<file path="src/rtl/simon_round_ctrl_if.sv">
// Round-unit and round-key-memory connections of simon_round_ctrl.
// master = the sequencer; slave = the round unit together with the key memory.
interface simon_round_ctrl_if #(
  parameter int SIMON_MAX_WORD_WIDTH = 64,
  parameter int ROUND_CNT_WIDTH      = 7
);
  logic                            key_rd;
  logic [ROUND_CNT_WIDTH-1:0]      key_addr;
  logic [SIMON_MAX_WORD_WIDTH-1:0] key_data;
  logic                            r_mode;
  logic                            r_enc_dec;
  logic [SIMON_MAX_WORD_WIDTH-1:0] r_block1;
  logic [SIMON_MAX_WORD_WIDTH-1:0] r_block2;
  logic [SIMON_MAX_WORD_WIDTH-1:0] r_key;
  logic                            r_valid;
  logic [SIMON_MAX_WORD_WIDTH-1:0] r_block1_res;
  logic [SIMON_MAX_WORD_WIDTH-1:0] r_block2_res;
  logic                            r_o_valid;

  modport master (
    output key_rd, key_addr, r_mode, r_enc_dec, r_block1, r_block2, r_key, r_valid,
    input  key_data, r_block1_res, r_block2_res, r_o_valid
  );

  modport slave (
    input  key_rd, key_addr, r_mode, r_enc_dec, r_block1, r_block2, r_key, r_valid,
    output key_data, r_block1_res, r_block2_res, r_o_valid
  );
endinterface

</file>
<file path="src/rtl/simon_round_ctrl.sv">
// simon_round_ctrl: multi-round SIMON sequencer driving a single-round unit and a round-key memory.
// Define SIMON_CTRL_ABORT_EN to add the abort input and the DRAIN state.
module simon_round_ctrl #(
  parameter int SIMON_MAX_WORD_WIDTH = 64,
  parameter int ROUND_CNT_WIDTH      = 7
) (
  input  logic                            ck,
  input  logic                            rst,
  input  logic                            start,
  input  logic                            mode,
  input  logic                            enc_dec,
  input  logic [SIMON_MAX_WORD_WIDTH-1:0] block1_in,
  input  logic [SIMON_MAX_WORD_WIDTH-1:0] block2_in,
`ifdef SIMON_CTRL_ABORT_EN
  input  logic                            abort,
`endif
  output logic [SIMON_MAX_WORD_WIDTH-1:0] block1_out,
  output logic [SIMON_MAX_WORD_WIDTH-1:0] block2_out,
  output logic                            busy,
  output logic                            done,
  simon_round_ctrl_if.master              bus
);

  localparam logic [ROUND_CNT_WIDTH-1:0] LAST_64  = ROUND_CNT_WIDTH'(43);
  localparam logic [ROUND_CNT_WIDTH-1:0] LAST_128 = ROUND_CNT_WIDTH'(67);
  localparam logic [SIMON_MAX_WORD_WIDTH-1:0] LOW_MASK =
    {{(SIMON_MAX_WORD_WIDTH-32){1'b0}}, {32{1'b1}}};

`ifdef SIMON_CTRL_ABORT_EN
  typedef enum logic [2:0] {IDLE, FETCH, ISSUE, WAIT, DRAIN} state_t;
`else
  typedef enum logic [1:0] {IDLE, FETCH, ISSUE, WAIT} state_t;
`endif

  state_t                          state_q, state_d;
  logic [ROUND_CNT_WIDTH-1:0]      round_q;
  logic                            mode_q, enc_q;
  logic [SIMON_MAX_WORD_WIDTH-1:0] blk1_q, blk2_q;
  logic [SIMON_MAX_WORD_WIDTH-1:0] out1_q, out2_q;
  logic                            done_q;

  logic                            abort_req;
  logic [ROUND_CNT_WIDTH-1:0]      last_round;
  logic                            is_last;
  logic                            accept;
  logic                            round_ack;
  logic                            final_ack;
  logic [SIMON_MAX_WORD_WIDTH-1:0] load_mask;
  logic [ROUND_CNT_WIDTH-1:0]      key_idx;
  logic [ROUND_CNT_WIDTH-1:0]      key_addr_c;
  logic                            key_rd_c;

`ifdef SIMON_CTRL_ABORT_EN
  assign abort_req = abort;
`else
  assign abort_req = 1'b0;
`endif

  assign last_round = mode_q ? LAST_128 : LAST_64;
  assign is_last    = (round_q == last_round);
  assign accept     = (state_q == IDLE) && start;
  // A result returning together with an abort is discarded like any drained one.
  assign round_ack  = (state_q == WAIT) && bus.r_o_valid && !abort_req;
  assign final_ack  = round_ack && is_last;
  assign load_mask  = mode ? '1 : LOW_MASK;

  always_comb begin
    state_d = state_q;
    case (state_q)
      IDLE:  if (start) state_d = FETCH;
      FETCH: state_d = abort_req ? IDLE : ISSUE;
      ISSUE: state_d = abort_req ? IDLE : WAIT;
      WAIT: begin
        if (bus.r_o_valid) begin
          state_d = (abort_req || is_last) ? IDLE : ISSUE;
        end
`ifdef SIMON_CTRL_ABORT_EN
        else if (abort_req) begin
          state_d = DRAIN;
        end
`endif
      end
`ifdef SIMON_CTRL_ABORT_EN
      DRAIN: if (bus.r_o_valid) state_d = IDLE;
`endif
      default: state_d = IDLE;
    endcase
  end

  // Round 0's key is read in FETCH; every ISSUE but the last prefetches the next round's key.
  always_comb begin
    key_rd_c   = 1'b0;
    key_idx    = '0;
    key_addr_c = '0;
    if (state_q == FETCH) begin
      key_rd_c = 1'b1;
    end else if (state_q == ISSUE && !is_last) begin
      key_rd_c = 1'b1;
      key_idx  = round_q + ROUND_CNT_WIDTH'(1);
    end
    if (key_rd_c) begin
      key_addr_c = enc_q ? key_idx : (last_round - key_idx);
    end
  end

  always_ff @(posedge ck) begin
    if (rst) begin
      state_q <= IDLE;
      round_q <= '0;
      mode_q  <= 1'b0;
      enc_q   <= 1'b0;
      blk1_q  <= '0;
      blk2_q  <= '0;
      out1_q  <= '0;
      out2_q  <= '0;
      done_q  <= 1'b0;
    end else begin
      state_q <= state_d;
      done_q  <= final_ack;
      if (accept) begin
        mode_q  <= mode;
        enc_q   <= enc_dec;
        round_q <= '0;
        blk1_q  <= block1_in & load_mask;
        blk2_q  <= block2_in & load_mask;
      end else if (round_ack) begin
        blk1_q  <= bus.r_block1_res;
        blk2_q  <= bus.r_block2_res;
        round_q <= is_last ? '0 : round_q + ROUND_CNT_WIDTH'(1);
        if (is_last) begin
          out1_q <= bus.r_block1_res;
          out2_q <= bus.r_block2_res;
        end
      end
    end
  end

  assign bus.key_rd    = key_rd_c;
  assign bus.key_addr  = key_addr_c;
  assign bus.r_mode    = mode_q;
  assign bus.r_enc_dec = enc_q;
  assign bus.r_block1  = blk1_q;
  assign bus.r_block2  = blk2_q;
  assign bus.r_key     = bus.key_data;
  assign bus.r_valid   = (state_q == ISSUE);

  assign busy       = (state_q != IDLE);
  assign done       = done_q;
  assign block1_out = out1_q;
  assign block2_out = out2_q;

endmodule

</file>
<file path="src/flat_wrapper.sv">
// flat-port wrapper written by rule: the top's interface ports become plain ports
module simon_round_ctrl_flat 
#(
  parameter int SIMON_MAX_WORD_WIDTH = 64,
  parameter int ROUND_CNT_WIDTH      = 7
)
  (ck, rst, start, mode, enc_dec, block1_in, block2_in, block1_out, block2_out, busy, done, bus_key_rd, bus_key_addr, bus_r_mode, bus_r_enc_dec, bus_r_block1, bus_r_block2, bus_r_key, bus_r_valid, bus_key_data, bus_r_block1_res, bus_r_block2_res, bus_r_o_valid);
  simon_round_ctrl_if #(.SIMON_MAX_WORD_WIDTH(SIMON_MAX_WORD_WIDTH), .ROUND_CNT_WIDTH(ROUND_CNT_WIDTH)) bus_i ();
  input  logic ck;
  input  logic rst;
  input  logic start;
  input  logic mode;
  input  logic enc_dec;
  input  logic [SIMON_MAX_WORD_WIDTH-1:0] block1_in;
  input  logic [SIMON_MAX_WORD_WIDTH-1:0] block2_in;
  output logic [SIMON_MAX_WORD_WIDTH-1:0] block1_out;
  output logic [SIMON_MAX_WORD_WIDTH-1:0] block2_out;
  output logic busy;
  output logic done;
  output wire logic [$bits(bus_i.key_rd)-1:0] bus_key_rd;
  output wire logic [$bits(bus_i.key_addr)-1:0] bus_key_addr;
  output wire logic [$bits(bus_i.r_mode)-1:0] bus_r_mode;
  output wire logic [$bits(bus_i.r_enc_dec)-1:0] bus_r_enc_dec;
  output wire logic [$bits(bus_i.r_block1)-1:0] bus_r_block1;
  output wire logic [$bits(bus_i.r_block2)-1:0] bus_r_block2;
  output wire logic [$bits(bus_i.r_key)-1:0] bus_r_key;
  output wire logic [$bits(bus_i.r_valid)-1:0] bus_r_valid;
  input wire logic [$bits(bus_i.key_data)-1:0] bus_key_data;
  input wire logic [$bits(bus_i.r_block1_res)-1:0] bus_r_block1_res;
  input wire logic [$bits(bus_i.r_block2_res)-1:0] bus_r_block2_res;
  input wire logic [$bits(bus_i.r_o_valid)-1:0] bus_r_o_valid;
  assign bus_key_rd = bus_i.key_rd;
  assign bus_key_addr = bus_i.key_addr;
  assign bus_r_mode = bus_i.r_mode;
  assign bus_r_enc_dec = bus_i.r_enc_dec;
  assign bus_r_block1 = bus_i.r_block1;
  assign bus_r_block2 = bus_i.r_block2;
  assign bus_r_key = bus_i.r_key;
  assign bus_r_valid = bus_i.r_valid;
  assign bus_i.key_data = bus_key_data;
  assign bus_i.r_block1_res = bus_r_block1_res;
  assign bus_i.r_block2_res = bus_r_block2_res;
  assign bus_i.r_o_valid = bus_r_o_valid;
  simon_round_ctrl #(.SIMON_MAX_WORD_WIDTH(SIMON_MAX_WORD_WIDTH), .ROUND_CNT_WIDTH(ROUND_CNT_WIDTH)) u_core (.ck(ck), .rst(rst), .start(start), .mode(mode), .enc_dec(enc_dec), .block1_in(block1_in), .block2_in(block2_in), .block1_out(block1_out), .block2_out(block2_out), .busy(busy), .done(done), .bus(bus_i));
endmodule
</file>
<file path="config.mk">
export PLATFORM = sky130hd
export DESIGN_NAME = simon_round_ctrl_flat
export DESIGN_NICKNAME = d
export VERILOG_FILES = /design/src/rtl/simon_round_ctrl_if.sv /design/src/rtl/simon_round_ctrl.sv /design/src/flat_wrapper.sv
export SDC_FILE = /design/constraint.sdc
export NUM_CORES = 1
export LEC_CHECK = 0
export CAP_MARGIN = 20
export CORE_AREA = 4 4 256 258
export CTS_CLUSTER_DIAMETER = 30
export DETAILED_ROUTE_END_ITERATION = 12
export DIE_AREA = 0 0 260 262
export PLACE_DENSITY = 0.43
export SYNTH_ARGS = -nofsm -noshare
export SYNTH_HDL_FRONTEND = slang
export SYNTH_SLANG_ARGS = --single-unit
</file>
<file path="constraint.sdc">
create_clock -name ck -period 3 [get_ports ck]
set_clock_uncertainty 0.2 [all_clocks]
set_input_delay 0.6 -clock ck [delete_from_list [all_inputs] [get_ports ck]]
set_output_delay 0.6 -clock ck [all_outputs]
set_load 0.05 [all_outputs]
</file>
==> results by group, run 1 <==
Critical path
  – Worst Path Required: 2.20 ns
  – Critical setup path kind: reg -> out
  – Worst Path Arrival: 3.00 ns
  – CP Max Fanout: 4
  – Startpoint Class: flop
  – CP max stage cell: fa_2
  – Critical Path End Type: primary output
  – CP Cell Sequence: ha_4, nor3b_4, o21a_4, nor3_4, fa_2, nor2b_4, nor3_2, a311o_1, a32oi_2, o21ai_4, buf_6
  – Worst path top cell family by delay: compound AO/OA/AOI/OAI gates
  – Crit-path max cell delay: 0.38 ns
  – Sum of buffers and inverters on the critical path: 1

Min path
  – HP Class: reg -> reg

Routing
  – DRT antenna net count: 0
  – Drt pass-1 iters: 5
  – DRC: 0
  – Initial DRC Count: 651
  – Vias: 11630
  – Routed len/inst: 19.37 µm
  – Vias per cell: 4.314
  – WL final: 52230 µm

Global route
  – Total track usage: roughly 14%
  – Largest net degree at the start of global routing: 83
  – First-pass GRT wire length: 75640 µm
  – Total global routing overflow: 0
  – Number of global-route vias before repair: 12030
  – Initial antenna violation count: 1

STA
  – Period utilisation layout: 126.6%
  – Worst setup margin: -0.7965 ns
  – Final setup vio count: 5
  – Final Critical Period: between 3 and 4 ns
  – Unrepaired setup endpoints after global routing: true
  – Final hold violation count: 0
  – Slew of the pin with the lowest slew margin: 0.7665 ns
  – Slew Viols, Final: 0
  – Max_slew headroom: between 40% and 50%
  – Hold slack: roughly 0.27 ns
  – F_max: 263.4 MHz

Power and ir drop
  – Sequential cell fraction of total power: a little over a quarter
  – Pwr/cell area: 706.9 nW/µm²
  – Psw: approximately 0.0036 W
  – Leak Pwr: 7.467 nW
  – Gate power share: 13.2%
  – Power Internal: 0.01073 W
  – Sw frac: 25.18%
  – Worst vdd ir: 0.3286 mV
  – Clk pwr share: 60.3%

Synthesis
  – Flops & latches, synth: between 200 and 300
  – Mapped cell area: 11110 µm²
  – Cell variety after synth: 47
  – Syn. warnings: 0
  – Number of flops mapped to enable cells by yosys: 0
  – Ys flop type: dfxtp_1
  – Synth Net Count: 1598
  – Seq/Total Area, Yosys: 48.31%
  – Post-synthesis cell count: between 1000 and 1500
  – Ys async rst share: 0%
  – Avg Cell Area, Syn: 8.758 µm²

CTS
  – CTS H-Tree Depth: 3
  – Clk_lat worst skew: approximately 0.58 ns
  – Hold_buf cts: 0
  – Clk sinks: 268
  – Root Buffer: clkbuf_16
  – Total CTS buffers: 83
  – Clk slew on worst S/H paths: ~0.040 ns
  – CTS tree: yes
  – Max clock buf depth: 3

Final layout
  – Fin cells: 2696
  – Commonest non-fill, non-tap cells in the layout: clkdlybuf4s50_1, nand2_1, dfxtp_1, nor2_1, a22o_1
  – Nets: 2118
  – Commonest non-fill, non-tap cell in the layout: clkdlybuf4s50_1
  – Synth-to-layout area growth: 82.72%
  – Share of post-route cells with drive strength above 1: about 15%
  – Antenna cell count: 0

Placement
  – Placed cells: 2540
  – Hpwl dp: 37400 µm
  – Port Buffers: 530
  – GP Congestion: 0.7970

Die
  – Die area: between 60000 and 70000 µm²
  – Die width: between 200 and 300 µm
  – Row cnt: between 90 and 100
  – Die Height: 262 µm
  – Core Area: 62970 µm²
  – Initial Util: roughly 18%
  – Ports: 659

Status
  – Failing checks: setup timing
  – Status: finished with violations

Flow run
  – Max Cap Viol: 0
## repair_timing
action,4_1_cts,5_1_grt
setup endpoints to repair,7,7
buffers inserted,7,3
pin swaps,14,5
resized for setup,19,2
## power groups by stage
stage	sequential (W)	clock [W]	combinational (W)
2_1_floorplan	0.00429	0	0.000733
3_3_place_gp	0.00384	0	0.00189
4_1_cts	0.00379	0.00887	0.00191
3_5_place_dp	0.00385	0	0.00189
5_1_grt	0.00381	0.00907	0.00201
6_report	0.00379	0.00866	0.00190
## worst reg2reg max path: stages, from the launching register on
cell	delay, ns
dfxtp_4	0.36
ha_4	0.13
nor3b_4	0.25
o21ai_4	0.10
buf_6	0.15
buf_4	0.14
nor3_4	0.27
buf_12	0.34
a22o_1	0.40
## area by class of cell
cell class | instances | area (µm²)
clock buffers | 121 | 2482
clock inverters | 26 | 350.3
fillers | 6529 | 42670
inverters | 8 | 36.28
multi-input cells | 813 | 4753
flip-flops and latches | 268 | 5378
well taps | 846 | 1059
repair buffers | 614 | 6233
## per-stage QoR
stage	util, %	setup TNS, ns	cell area (µm²)	worst slack (ns)	total power (W)
floorplan	-	-0.3399	11230	-0.1878	0.005021
global placement	27.50	-0.3017	17310	-0.2314	0.005736
detailed placement	27.50	-0.3901	17310	-0.3122	0.005739
CTS	32.19	-2.704	20270	-0.8474	0.01458
global route	32.23	-3.277	20290	-0.9835	0.01489
finish	32.23	-2.382	20290	-0.7965	0.01434
## logic make-up (layout without fill, tap and decap cells)
group,count (synthesis),count (layout),synth area share [%]
buffers and inverters,187,769,10.50
multiplexers,1,1,0.09013
XOR/XNOR,6,6,0.4732
adder cells (fa/ha/maj),4,4,0.5183
AO/OA/AOI/OAI,357,357,24.14
flip-flops,268,268,48.31
AND/OR/NAND/NOR,445,445,15.96
## Yosys cell counts, types with 2 or more instances
cell type / n / area share [%]
inv_1: 8 / 0.27
or3_1: 2 / 0.11
nor2b_1: 3 / 0.17
nor2_1: 143 / 4.8
buf_6: 3 / 0.30
clkbuf_1: 50 / 1.7
nor4_1: 2 / 0.11
a211oi_2: 2 / 0.23
o21ai_0: 5 / 0.23
buf_2: 40 / 1.8
and3_1: 3 / 0.17
and2_1: 3 / 0.17
a311oi_1: 67 / 5.3
and4bb_1: 2 / 0.23
nor3_1: 6 / 0.27
a21oi_1: 73 / 3.3
buf_1: 5 / 0.17
a31oi_1: 65 / 3.7
o21a_1: 3 / 0.20
nand3_1: 6 / 0.27
dfxtp_1: 268 / 48
buf_4: 70 / 4.7
a22o_1: 128 / 10
ha_1: 3 / 0.34
a22oi_1: 4 / 0.27
nand2_1: 268 / 9.1
nand2b_1: 2 / 0.11
buf_8: 10 / 1.4
xnor2_1: 6 / 0.47
## path summary, 6_finish.rpt
| check | from | end | cells after the start | slack, ns |
|---|---|---|---|---|
| worst min-delay path | u_core.round_q[2]$_SDFFE_PP0P_ | u_core.round_q[2]$_SDFFE_PP0P_ | 1 | 0.27 |
| worst min register to register | u_core.round_q[2]$_SDFFE_PP0P_ | u_core.round_q[2]$_SDFFE_PP0P_ | 1 | 0.27 |
| worst max register to register | u_core.round_q[1]$_SDFFE_PP0P_ | u_core.block2_out[47]$_SDFFE_PP0P_ | 8 | 0.60 |
| worst max-delay path | u_core.round_q[1]$_SDFFE_PP0P_ | bus_key_addr[6] | 11 | -0.80 |
## state kept, by name, indices dropped and copies added (netlist names)
signal / cells
u_core.bus.r_mode: 1
u_core.done: 1
u_core.round_q: 7
u_core.bus.r_block1: 64
u_core.bus.r_enc_dec: 1
u_core.block1_out: 64
u_core.state_q: 2
u_core.block2_out: 64
u_core.bus.r_block2: 64
## layer usage
metal  vias up  track usage, %  wire, µm  part of all wire [%]
met1      5491           16.47     20760                    40
met5         -               0        13                 0.025
met4         2           6.506      1814                   3.5
met2       532           24.38     24970                    48
li1       5491               -         -                     -
met3       114           4.982      4677                   9.0
Power figures use the tool's default switching activity.
==> run 2, diff against run 1 <==
--- a/config.mk
+++ b/config.mk
@@ -6,11 +6,13 @@
 export NUM_CORES = 1
 export LEC_CHECK = 0
 export CAP_MARGIN = 20
-export CORE_AREA = 4 4 256 258
+export CORE_AREA = 2 2 254 256
 export CTS_CLUSTER_DIAMETER = 30
 export DETAILED_ROUTE_END_ITERATION = 12
-export DIE_AREA = 0 0 260 262
+export DIE_AREA = 0 0 256 258
 export PLACE_DENSITY = 0.43
+export RECOVER_POWER = 50
+export REMOVE_ABC_BUFFERS = 1
 export SYNTH_ARGS = -nofsm -noshare
 export SYNTH_HDL_FRONTEND = slang
 export SYNTH_SLANG_ARGS = --single-unit
==> results by group, run 2 (synthesis results as in run 1) <==
Critical path
  – Startpoint Class: flop
  – Critical Path End Type: primary output
  – Critical setup path kind: reg -> out
  – CP Max Fanout: 4 (unchanged)
  – Worst Path Required: 2.20 ns (about the same)
  – Worst Path Arrival: 3.00 ns (about the same)

Routing
  – Routed length on met1: 22760 µm (+9.7%)
  – WL final: 58410 µm (+12%)
  – Initial DRC Count: 728 (+12%)
  – Drt pass-1 iters: 5 (unchanged)
  – Met2 wire len: 24850 µm (-0.46%)
  – Vias: 11740 (+0.93%)
  – Routed len/inst: 21.68 µm (+12%)
  – Max Used Layer: met5
  – Met3 wire length: 8624 µm (+84%)
  – Vias per cell: 4.357 (+1.0%)
  – DRC: 0 (unchanged)
  – DRT antenna net count: 0 (unchanged)

STA
  – Slew Viols, Final: 0 (unchanged)
  – Final setup vio count: 26 (+21)
  – Worst setup margin: -0.7977 ns (-0.001160 ns)
  – Period utilisation layout: 126.6% (about the same)
  – Final hold violation count: 0 (unchanged)
  – Unrepaired setup endpoints after global routing: true
  – Slew of the pin with the lowest slew margin: 1.362 ns (+0.5958 ns)
  – Setup_tns: -3.658 ns (-1.277 ns)
  – Max_slew headroom: 8.958% (-40 points)
  – Final Critical Period: 3.798 ns (+0.001160 ns)
  – F_max: 263.3 MHz (about the same)

Global route
  – First-pass GRT wire length: 83880 µm (+11%)
  – Total global routing overflow: 0 (unchanged)
  – Total track usage: 17.07% (+2.7 points)
  – Largest net degree at the start of global routing: 73 (-12%)
  – Number of global-route vias before repair: 11980 (-0.47%)
  – Initial antenna violation count: 3 (+2)

CTS
  – Max clock buf depth: 3 (unchanged)
  – Clk sinks: 268 (unchanged)
  – CTS H-Tree Depth: 3 (unchanged)
  – Total CTS buffers: 84 (+1.2%)
  – Clk slew on worst S/H paths: 0.04 ns (about the same)
  – Clk_lat worst skew: 0.60 ns (+0.02 ns)
  – Root Buffer: clkbuf_16
  – CTS tree: yes

Final layout
  – Final Instance Area: 20060 µm² (-1.2%)
  – Commonest non-fill, non-tap cells in the layout: clkdlybuf4s50_1, nand2_1, dfxtp_1, nor2_1, a22o_1
  – Fillers: 6635 (+1.6%)
  – Share of post-route cells with drive strength above 1: 13.61% (-1.1 points)
  – Commonest non-fill, non-tap cell in the layout: clkdlybuf4s50_1
  – Nets: 2101 (-0.80%)
  – Synth-to-layout area growth: 80.59%

Placement
  – Hpwl dp: 41280 µm (+10%)
  – GP Congestion: 0.8097 (+1.6%)
  – Port Buffers: 530 (unchanged)
  – DP Area: 17080 µm² (-1.4%)
  – Place WS: -0.4236 ns (-0.1114 ns)

Die
  – Die area: 66050 µm² (-3.0%)
  – Initial Util: 17.45% (-0.19 points)
  – Core Area: 63650 µm² (+1.1%)
  – Row cnt: 93 (+1.1%)
  – Ports: 659 (unchanged)
  – Die Height: 258 µm (-1.5%)
  – Die width: 256 µm (-1.5%)

Power and ir drop
  – Worst vdd ir: 0.3581 mV (+9.0%)
  – Pwr/cell area: 710.0 nW/µm² (+0.44%)
  – Leak Pwr: 7.353 nW (-1.5%)

Status
  – Failing checks: setup timing
  – Status: finished with violations

Flow run
  – Max Cap Viol: 0 (unchanged)

Min path
  – HP Class: in -> reg
==> run 2: cell count changes in the layout (fill, tap and decap cells not counted), moves of 3 or more <==
cell and delta:
clkbuf_2 +3, clkbuf_1 +6, buf_4 -22, buf_12 -8, clkbuf_4 +4
==> run 2: final cells by class <==
class | instances | area [µm²] | share of cell area (%)
timing repair buffer | 596 | 6001 | 29.92
sequential | 268 | 5373 | 26.79
multi-input combinational | 813 | 4772 | 23.79
clock buffer | 123 | 2459 | 12.26
tap | 855 | 1070 | 5.334
clock inverter | 29 | 341.6 | 1.703
inverter | 8 | 35.03 | 0.1747
antenna | 2 | 5.005 | 0.02495
==> run 2: metal layers <==
layer  vias to the layer above  track usage [%]
li1                       5475                -
met1                      5532            18.80
met2                       617            24.73
met3                       106            12.06
met4                         8            6.611
met5                         -            6.553
==> run 2: worst paths after layout <==
path	startpoint	to	slack, ns	cells after the start
worst min-delay path	rst	u_core.bus.r_block2[55]$_SDFFE_PP0P_	0.23	2
worst max-delay path	u_core.round_q[0]$_SDFFE_PP0P_	bus_key_addr[6]	-0.80	13
worst min register to register	u_core.block1_out[22]$_SDFFE_PP0P_	u_core.block1_out[22]$_SDFFE_PP0P_	0.27	1
worst max register to register	u_core.state_q[1]$_SDFFE_PP0P_	u_core.bus.r_block2[6]$_SDFFE_PP0P_	-0.12	6
==> run 2: power by group <==
| part | switching [W] | internal, W | total (W) | leakage (nW) |
|---|---|---|---|---|
| logic | 0.00109 | 0.000760 | 0.00185 | 3.78 |
| clock network | 0.00256 | 0.00604 | 0.00860 | 1.39 |
| registers | 0.0000746 | 0.00371 | 0.00379 | 2.18 |
| total | 0.00373 | 0.0105 | 0.0142 | 7.35 |
==> run 2: critical path, stage by stage, from the launching register on <==
cell,delay (ns)
dfxtp_4,0.35
ha_4,0.15
nor3b_4,0.15
buf_4,0.13
o21a_4,0.13
nor2_4,0.11
nand2_1,0.10
ha_4,0.22
nor2b_4,0.13
buf_6,0.11
a311o_1,0.35
a32oi_1,0.20
o21ai_1,0.10
buf_6,0.16
==> run 2: stage by stage <==
step	util (%)	total power, W	instances	hold slack [ns]
5_1_grt	31.51	0.01478	2694	0.2237
6_report	31.51	0.01424	2694	0.2324
2_1_floorplan	-	0.004715	1089	0.2443
3_5_place_dp	26.83	0.005692	2532	0.2626
4_1_cts	31.60	0.01447	2692	0.1879
3_3_place_gp	26.83	0.005685	2532	0.2604
==> run 2: what timing repair did <==
| action | CTS | global route |
|---|---|---|
| setup endpoints to repair | 8 | 8 |
| pin swaps | 19 | 17 |
| setup buffers | 8 | 1 |
| hold buffers | 0 | 0 |
| resized for setup | 43 | 14 |
==> run 3, diff against run 2 <==
--- a/config.mk
+++ b/config.mk
@@ -10,6 +10,7 @@
 export CTS_CLUSTER_DIAMETER = 30
 export DETAILED_ROUTE_END_ITERATION = 12
 export DIE_AREA = 0 0 256 258
+export MAX_ROUTING_LAYER = met4
 export PLACE_DENSITY = 0.43
 export RECOVER_POWER = 50
 export REMOVE_ABC_BUFFERS = 1
==> results by group, run 3 (synthesis results as in run 1) <==
Critical path
  – Worst Path Required: 2.20 ns (about the same)
  – Crit-path max cell delay: 0.40 ns (+0.05 ns)
  – Worst path top cell family by delay: compound AO/OA/AOI/OAI gates
  – CP Cell Sequence: buf_6, and3_4, xnor2_1, nor3_4, fa_2, nor2b_4, nor3_2, a311o_1, a32oi_1, o21ai_1, buf_6
  – Sum of buffers and inverters on the critical path: 2 (-1)
  – CP Max Fanout: 5 (+1)
  – CP dominant cell by count: buf_6
  – Critical Path End Type: primary output
  – Critical setup path kind: reg -> out
  – Flop-to-flop setup slack: 0.04 ns (+0.16 ns)
  – Worst Path Arrival: 2.99 ns (about the same)
  – RR Startpoint: u_core.state_q[1]$_SDFFE_PP0P_
  – FF-to-FF End: u_core.bus.r_block2[6]$_SDFFE_PP0P_
  – Startpoint Class: flop
  – CP max stage cell: fa_2
  – R2R cell count: 6 (unchanged)

CTS
  – CTS H-Tree Depth: 3 (unchanged)
  – Root Buffer: clkbuf_16
  – Max clock buf depth: 3 (unchanged)
  – Clk slew on worst S/H paths: 0.04 ns (about the same)
  – CTS tree: yes
  – Clk sinks: 268 (unchanged)
  – Total CTS buffers: 84 (unchanged)
  – Clk_lat worst skew: 0.60 ns (about the same)

Routing
  – Max Used Layer: met4
  – Vias per cell: 4.427 (+1.6%)
  – Drt pass-1 iters: 5 (unchanged)
  – Routed len/inst: 21.70 µm (about the same)
  – DRT antenna net count: 0 (unchanged)
  – Vias: 11940 (+1.7%)
  – WL final: 58500 µm (+0.15%)
  – DRC: 0 (unchanged)
  – Routed length on met1: 23240 µm (+2.1%)
  – Initial DRC Count: 703 (-3.4%)
  – Met2 wire len: 25030 µm (+0.72%)
  – Met3 wire length: 8673 µm (+0.57%)

STA
  – F_max: 263.7 MHz (+0.15%)
  – Slew of the pin with the lowest slew margin: 1.389 ns (+0.02712 ns)
  – Unrepaired setup endpoints after global routing: true
  – Final hold violation count: 0 (unchanged)
  – Slew Viols, Final: 0 (unchanged)
  – Final Critical Period: 3.792 ns (-0.005610 ns)
  – Period utilisation layout: 126.4% (-0.19 points)
  – Final setup vio count: 6 (-77%)
  – Worst setup margin: -0.7921 ns (+0.005610 ns)
  – Max_slew headroom: 7.146% (-1.8 points)

Global route
  – Total track usage: 17.57% (+0.50 points)
  – Initial antenna violation count: 4 (+1)
  – Largest net degree at the start of global routing: 73 (unchanged)
  – Total global routing overflow: 0 (unchanged)
  – First-pass GRT wire length: 83760 µm (-0.14%)
  – Number of global-route vias before repair: 12010 (+0.27%)

Final layout
  – Seq. cell area: 5373 µm² (unchanged)
  – Multi-input logic area: 4771 µm² (about the same)
  – Commonest non-fill, non-tap cells in the layout: clkdlybuf4s50_1, nand2_1, dfxtp_1, nor2_1, a22o_1
  – Fillers: 6630 (-0.075%)
  – Commonest non-fill, non-tap cell in the layout: clkdlybuf4s50_1
  – Final Util: 31.53% (about the same)
  – Nets: 2101 (unchanged)
  – Share of post-route cells with drive strength above 1: 13.61% (unchanged)
  – Synth-to-layout area growth: 80.69% (about the same)

Die
  – Core Area: 63650 µm² (unchanged)
  – Ports: 659 (unchanged)
  – Die area: 66050 µm² (unchanged)
  – Row cnt: 93 (unchanged)
  – Initial Util: 17.45% (unchanged)
  – Die width: 256 µm (unchanged)
  – Die Height: 258 µm (unchanged)

Flow run
  – Max Cap Viol: 0 (unchanged)

Min path
  – HP Class: in -> reg
  – Min-Delay Startpoint: rst
  – Hold path cells: 2 (unchanged)
  – Hold worst-path end: u_core.state_q[0]$_SDFFE_PP0P_

Placement
  – Hpwl dp: 41280 µm (unchanged)
  – GP Congestion: 0.8216 (+1.5%)
  – Port Buffers: 530 (unchanged)

Power and ir drop
  – Pwr/cell area: 710.2 nW/µm² (about the same)
  – Leak Pwr: 7.356 nW (about the same)
  – Worst vdd ir: 0.3640 mV (+1.6%)
  – Power Total: 0.01425 W (about the same)

Status
  – Status: finished with violations
  – Failing checks: setup timing
## run 3: final cells by class
type	instances	share of cell area, %
repair buffers	596	29.94
clock buffers	123	12.25
clock inverters	29	1.702
flip-flops and latches	268	26.77
diodes	4	0.04988
multi-input cells	813	23.77
well taps	855	5.331
inverters	8	0.1746
## run 3: per-layer routing
layer	track usage (%)	up-vias
met1	19.59	5680
li1	-	5481
met4	6.546	0
met2	24.71	672
met5	-	-
met3	11.66	103
## run 3: power breakdown
group          internal [W]  switching (W)
sequential          0.00371      0.0000746
clock               0.00604        0.00257
combinational      0.000762        0.00109
total                0.0105        0.00374
## run 3: worst max-delay path by stage
| stage | startpoint | to | slack (ns) | cells after the start |
|---|---|---|---|---|
| global placement | u_core.round_q[0]$_SDFFE_PP0P_ | bus_key_addr[6] | -0.32 | 13 |
| detailed placement | u_core.round_q[0]$_SDFFE_PP0P_ | bus_key_addr[6] | -0.42 | 13 |
| floorplan | bus_r_o_valid | u_core.block1_out[0]$_SDFFE_PP0P_ | -3.72 | 3 |
| global route | u_core.round_q[1]$_SDFFE_PP0P_ | bus_key_addr[6] | -1.0 | 12 |
| CTS | u_core.round_q[1]$_SDFFE_PP0P_ | bus_key_addr[6] | -0.91 | 13 |
| finish | u_core.round_q[0]$_SDFFE_PP0P_ | bus_key_addr[6] | -0.79 | 11 |
## run 3: timing repair
item	in CTS	in global routing
setup buffers	8	1
pin swaps	19	17
endpoints found under the setup margin	8	8
hold buffers	0	0
hold endpoints to repair	0	0
gates resized for setup	43	15
## run 3: worst reg2reg max path: cells and delay by family, from the launching register on
kind,cells,cell delay (ns)
buffers and inverters,2,0.74
DFF,1,0.32
and+or+nand+nor,3,1.30
AOI/OAI and AO/OA,1,0.29
## run 3: through the flow
stage               hold slack, ns  TNS [ns]  setup slack [ns]  cells  cell area (µm²)
floorplan                   0.2443   -625.08            -3.720   1089             9970
global placement            0.2604   -0.7202           -0.3238   2532            17080
detailed placement          0.2626   -0.9040           -0.4236   2532            17080
CTS                         0.1879    -3.238           -0.9139   2692            20110
global route                0.2288    -7.107           -0.9992   2696            20070
finish                      0.2369    -2.666           -0.7921   2696            20070
